===== src/rtl/riscv_fwd_pkg.sv =====
// Shared select codes and stage tag type for the EX operand forwarding logic.
package riscv_fwd_pkg;

    localparam int unsigned DEF_REG_AW = 5;

    localparam logic [1:0] FWD_REG = 2'b00;
    localparam logic [1:0] FWD_WB  = 2'b01;
    localparam logic [1:0] FWD_MEM = 2'b10;

    typedef struct packed {
        logic [DEF_REG_AW-1:0] rd;
        logic                  regwrite;
        logic                  memread;
    } stage_tag_t;

endpackage


===== src/rtl/fwd_select.sv =====
// Priority comparator choosing the operand source for one EX source register.
module fwd_select
    import riscv_fwd_pkg::*;
#(
    parameter int unsigned REG_AW = DEF_REG_AW
) (
    input  logic [REG_AW-1:0] rs,
    input  logic              uses,
    input  logic [REG_AW-1:0] mem_rd,
    input  logic              mem_regwrite,
    input  logic [REG_AW-1:0] wb_rd,
    input  logic              wb_regwrite,
    output logic [1:0]        sel_c
);

    // The younger producer in MEM wins over WB; x0 is never a forwarding source.
    always_comb begin
        sel_c = FWD_REG;
        if (uses && mem_regwrite && (mem_rd != '0) && (mem_rd == rs)) begin
            sel_c = FWD_MEM;
        end else if (uses && wb_regwrite && (wb_rd != '0) && (wb_rd == rs)) begin
            sel_c = FWD_WB;
        end
    end

endmodule


===== src/rtl/forward_hazard_unit.sv =====
// Forwarding selects, load-use stall and branch flush for a 5-stage RV32I pipeline,
// with an internal ID->EX->MEM->WB destination tag pipeline and debug counters.
module forward_hazard_unit
    import riscv_fwd_pkg::*;
#(
    parameter int unsigned REG_AW = DEF_REG_AW,
    parameter int unsigned CNT_W  = 16
) (
    input  logic              clk,
    input  logic              reset,
    input  logic              id_valid,
    input  logic [REG_AW-1:0] id_rs1,
    input  logic [REG_AW-1:0] id_rs2,
    input  logic              id_uses_rs1,
    input  logic              id_uses_rs2,
    input  logic [REG_AW-1:0] id_rd,
    input  logic              id_regwrite,
    input  logic              id_memread,
    input  logic              ex_branch_taken,
    output logic [1:0]        forward_a,
    output logic [1:0]        forward_b,
    output logic              stall,
    output logic              flush,
    output logic [CNT_W-1:0]  stall_cnt,
    output logic [CNT_W-1:0]  flush_cnt
);

    logic [REG_AW-1:0] ex_rs1;
    logic [REG_AW-1:0] ex_rs2;
    logic              ex_uses_rs1;
    logic              ex_uses_rs2;
    stage_tag_t        ex_tag;
    logic [REG_AW-1:0] mem_rd;
    logic              mem_regwrite;
    logic [REG_AW-1:0] wb_rd;
    logic              wb_regwrite;

    logic              load_use_c;
    logic              bubble_c;

    // A load in EX whose rd is read by the instruction in ID; a taken branch squashes both.
    always_comb begin
        load_use_c = ex_tag.memread && (ex_tag.rd != '0) && id_valid &&
                     ((id_uses_rs1 && (id_rs1 == ex_tag.rd)) ||
                      (id_uses_rs2 && (id_rs2 == ex_tag.rd)));
        flush      = ex_branch_taken;
        stall      = load_use_c && !ex_branch_taken;
        bubble_c   = stall || flush || !id_valid;
    end

    // Tag shift register: WB <- MEM <- EX <- ID (or a bubble).
    always_ff @(posedge clk) begin
        if (reset) begin
            ex_rs1       <= '0;
            ex_rs2       <= '0;
            ex_uses_rs1  <= 1'b0;
            ex_uses_rs2  <= 1'b0;
            ex_tag       <= '0;
            mem_rd       <= '0;
            mem_regwrite <= 1'b0;
            wb_rd        <= '0;
            wb_regwrite  <= 1'b0;
        end else begin
            wb_rd        <= mem_rd;
            wb_regwrite  <= mem_regwrite;
            mem_rd       <= ex_tag.rd;
            mem_regwrite <= ex_tag.regwrite;
            if (bubble_c) begin
                ex_rs1      <= '0;
                ex_rs2      <= '0;
                ex_uses_rs1 <= 1'b0;
                ex_uses_rs2 <= 1'b0;
                ex_tag      <= '0;
            end else begin
                ex_rs1      <= id_rs1;
                ex_rs2      <= id_rs2;
                ex_uses_rs1 <= id_uses_rs1;
                ex_uses_rs2 <= id_uses_rs2;
                ex_tag      <= '{rd: id_rd, regwrite: id_regwrite, memread: id_memread};
            end
        end
    end

    // Saturating debug event counters.
    always_ff @(posedge clk) begin
        if (reset) begin
            stall_cnt <= '0;
            flush_cnt <= '0;
        end else begin
            if (stall && (stall_cnt != '1)) begin
                stall_cnt <= stall_cnt + CNT_W'(1);
            end
            if (flush && (flush_cnt != '1)) begin
                flush_cnt <= flush_cnt + CNT_W'(1);
            end
        end
    end

    fwd_select #(.REG_AW(REG_AW)) u_fwd_a (
        .rs           (ex_rs1),
        .uses         (ex_uses_rs1),
        .mem_rd       (mem_rd),
        .mem_regwrite (mem_regwrite),
        .wb_rd        (wb_rd),
        .wb_regwrite  (wb_regwrite),
        .sel_c        (forward_a)
    );

    fwd_select #(.REG_AW(REG_AW)) u_fwd_b (
        .rs           (ex_rs2),
        .uses         (ex_uses_rs2),
        .mem_rd       (mem_rd),
        .mem_regwrite (mem_regwrite),
        .wb_rd        (wb_rd),
        .wb_regwrite  (wb_regwrite),
        .sel_c        (forward_b)
    );

endmodule


===== config.mk =====
export PLATFORM = sky130hd
export DESIGN_NAME = forward_hazard_unit
export DESIGN_NICKNAME = d
export VERILOG_FILES = /design/src/rtl/riscv_fwd_pkg.sv /design/src/rtl/fwd_select.sv /design/src/rtl/forward_hazard_unit.sv
export SDC_FILE = /design/constraint.sdc
export NUM_CORES = 1
export LEC_CHECK = 0
export BUFFER_PORTS_ARGS = -buffer_cell sky130_fd_sc_hd__buf_2
export CORE_MARGIN = 3
export CORE_UTILIZATION = 55
export DETAILED_ROUTE_END_ITERATION = 7
export PLACE_DENSITY = 0.81
export SLEW_MARGIN = 20
export SYNTH_ARGS = -nofsm -noshare
export SYNTH_HDL_FRONTEND = slang
export SYNTH_SLANG_ARGS = --single-unit

===== constraint.sdc =====
create_clock -name clk -period 3.6 [get_ports clk]
set_clock_uncertainty 0.05 [all_clocks]
set_input_delay 0.18 -clock clk [delete_from_list [all_inputs] [get_ports clk]]
set_output_delay 0.18 -clock clk [all_outputs]
set_load 0.02 [all_outputs]

==> impl_results.md <==
* Setup violators final at 0
* Unrepaired setup endpoints after global routing: no
* Mapped Area at ~2800 um^2
* DR vias at 2350
* Reg2reg path depth at 6
* Synthesized area per cell at about 9.3 um^2
* Core footprint at 4820 um^2
* Distinct cells, synth at 38
* Core Rows at 25
* Max Fclk at ~470 MHz
* Number of remaining DRC errors at 0
* Power Density at slightly below 400 nW/um^2
* Drt wl/cell at ~14 um
* Die area at roughly 6000 um^2
* Initial Utilization at 58.4%
* Worst VDD drop at approximately 0.23 mV
* WP data required at approximately 3.4 ns
* Hold path cells at 2
* Horiz. Die Dim at 77.5 um
* Global Route Usage Sum at about a fifth
* Most frequent cells after synthesis: dfxtp_1 (63), xnor2_1 (28), nor2_1 (25)
* Detailed router's first-iteration violation count at 116
* H-Tree Depth at 3
* Antenna diode count at 0
* Share of cells above drive strength 1 at 22.6%
* Ys flop type: dfxtp_1
* Number of port buffers at 60
* Dominant cells by area after synthesis: dfxtp_1 (45%), xnor2_1 (8.7%), xor2_1 (5.3%), and2_1 (4.4%), nor2b_1 (3.8%)
* RR Startpoint: ex_tag[2]
* Reg-to-reg endpoint: stall_cnt[13]
* CTS buffer count at 9
* Min-delay src: id_regwrite
* Total grt overflow at 0
* Hold buffers post-CTS at 3
* Fraction of registers with async set or reset after synthesis at 0%
* #FFs+latches synth at 63
* WS Path Type: flip-flop to primary output
* Router iterations before antenna repair at 4
* Min-Delay Path Class: input pin to flip-flop
* Synth Net Count at approximately 330
* Placed cells at approximately 420
* Post-DP HPWL at 4.33 mm
* Post-CTS Setup Inserts at 0
* Via-to-Cell Ratio at ~5.4
* Hold Path End: ex_tag[1]
* Post-synth top area share at between 40 and 50%
* Post-synth EDFFs at 0
* Slew margin rel. at a little under two fifths
* First-pass GRT wire length at between 10 and 15 mm
* Final hold violation count at 0
* Status: finished, final reports clean
* CTS sink cnt at 63
* Lkg Pwr at 0.00142 uW
* Worst-Margin Slew at between 0.9 and 1 ns
* Count leader, synth: dfxtp_1
* Clock slew at reported path FFs at 0.06 ns
* Crit Path Max Fanout at 4
* Fin Setup TNS at 0 ns
* Final Cycle Share at between 50 and 60%
* Die height at 77.5 um
* ANT nets after route at 0
* Crit path DAT at roughly 1.9 ns
* Fin crit period at 2.13 ns
* Yosys warning count at 0
* IO Pins at a little over 60
* Total Nets Final at about 390
* Clock buffer depth at 2
* CTS tree: yes
* Slew Limit Fails at 0
* Post-CTS sizing at 0
* Max-Cap Viols at 0
* CP startpoint kind: flip-flop
* GP Congestion at 0.823
* Layout area overhead at 19.2%
* Pin count of the biggest net entering global routing at 49
* Cell taking the most area after synthesis: dfxtp_1
* Fillers at a little under 400
* Final wirelength at roughly 6.0 mm
* Clock latency on the worst-skew pair at 0.33 ns
* Vias in the first global route at 2225
* CTS Root Buffer Type: clkbuf_8
* Sequential fraction of the synthesis area at between 40 and 50%
* Crit path capture type: primary output
* R2R Setup Slk at between 1.5 and 2 ns
* Final Non-Filler Cells at ~440
* Cells after synthesis at approximately 300
* Initial antenna violation count at 0
## per-stage QoR
step	instance area (um^2)	total power [uW]	setup slack, ns	hold WS, ns	utilization [%]
after floorplan	2810	780	1.65	0.252	-
after global placement	3160	806	1.65	0.343	65.6
after detailed placement	3160	807	1.58	0.341	65.6
after CTS	3350	1310	1.44	0.00370	69.6
after global routing	3350	1360	1.30	0.0119	69.6
final	3350	1300	1.47	0.0161	69.6
## per-layer routing
metal / track usage [%] / share of wire [%] / vias up
li1: - / - / 1181
met1: 24.4 / 43 / 1093
met5: 0 / 0 / -
met2: 35.7 / 50 / 64
met3: 4.52 / 4.7 / 12
met4: 11.7 / 1.8 / 0
## worst max path at each step
| stage | start | to | slack (ns) | cells past startpoint |
|---|---|---|---|---|
| 5_1_grt | mem_rd[1] | forward_b[0] | 1.30 | 5 |
| 3_3_place_gp | ex_tag[2] | stall_cnt[15] | 1.65 | 6 |
| 6_report | mem_rd[1] | forward_b[0] | 1.47 | 5 |
| 3_5_place_dp | ex_tag[2] | stall_cnt[15] | 1.58 | 6 |
| 2_1_floorplan | mem_rd[1] | forward_b[0] | 1.65 | 4 |
| 4_1_cts | mem_rd[1] | forward_b[0] | 1.44 | 5 |
## cell usage in the layout (no fill, tap or decap), types with 10 or more instances in the layout
master / count
nand2_1: 21
xnor2_1: 28
a21oi_1: 10
nor3_1: 10
nor2_1: 25
nand4_1: 13
clkbuf_8: 10
nand3_1: 13
and2_1: 20
xor2_1: 17
nor2b_1: 17
buf_2: 60
dfxtp_1: 63
## state kept, by name (all words and copies together) (netlist names)
register	count
wb_rd	5
ex_uses_rs2	1
ex_rs1	5
stall_cnt	16
ex_tag	7
ex_uses_rs1	1
wb_regwrite	1
flush_cnt	16
mem_rd	5
ex_rs2	5
mem_regwrite	1
## layout make-up
class / instances / area [um^2] / share of cell area, %
Clock buffer: 11 / 141 / 4.22
Clock inverter: 4 / 22.5 / 0.672
Inverter: 5 / 18.8 / 0.560
Multi-Input combinational cell: 226 / 1490 / 44.6
Sequential cell: 63 / 1260 / 37.6
Tap cell: 67 / 83.8 / 2.50
Timing Repair Buffer: 63 / 330 / 9.85
## kinds of logic (layout without fill, tap and decap cells)
group / after synthesis / count (layout) / synth area share (%)
muxes: 4 / 4 / 1.56
and+or+nand+nor: 144 / 144 / 28.4
buffers and inverters: 13 / 83 / 2.05
AOI/OAI and AO/OA: 31 / 31 / 8.23
xor gates and xnor gates: 45 / 45 / 14.0
DFF: 63 / 63 / 44.8
adders and majority gates: 2 / 2 / 0.890
## critical path, cell delays in order, from the launching register on
cell and delay, ns:
dfxtp_1 0.35, or4_1 0.53, o21ai_0 0.23, nor3_1 0.10, nor3_1 0.18, buf_2 0.19
## report_power, final
| part | internal, uW | leakage, uW | switching (uW) |
|---|---|---|---|
| Sequential | 707 | 0.000510 | 10.8 |
| Combinational | 36.5 | 0.000823 | 41.0 |
| Clock | 261 | 0.0000850 | 245 |
(Power assumes the default switching activity.)
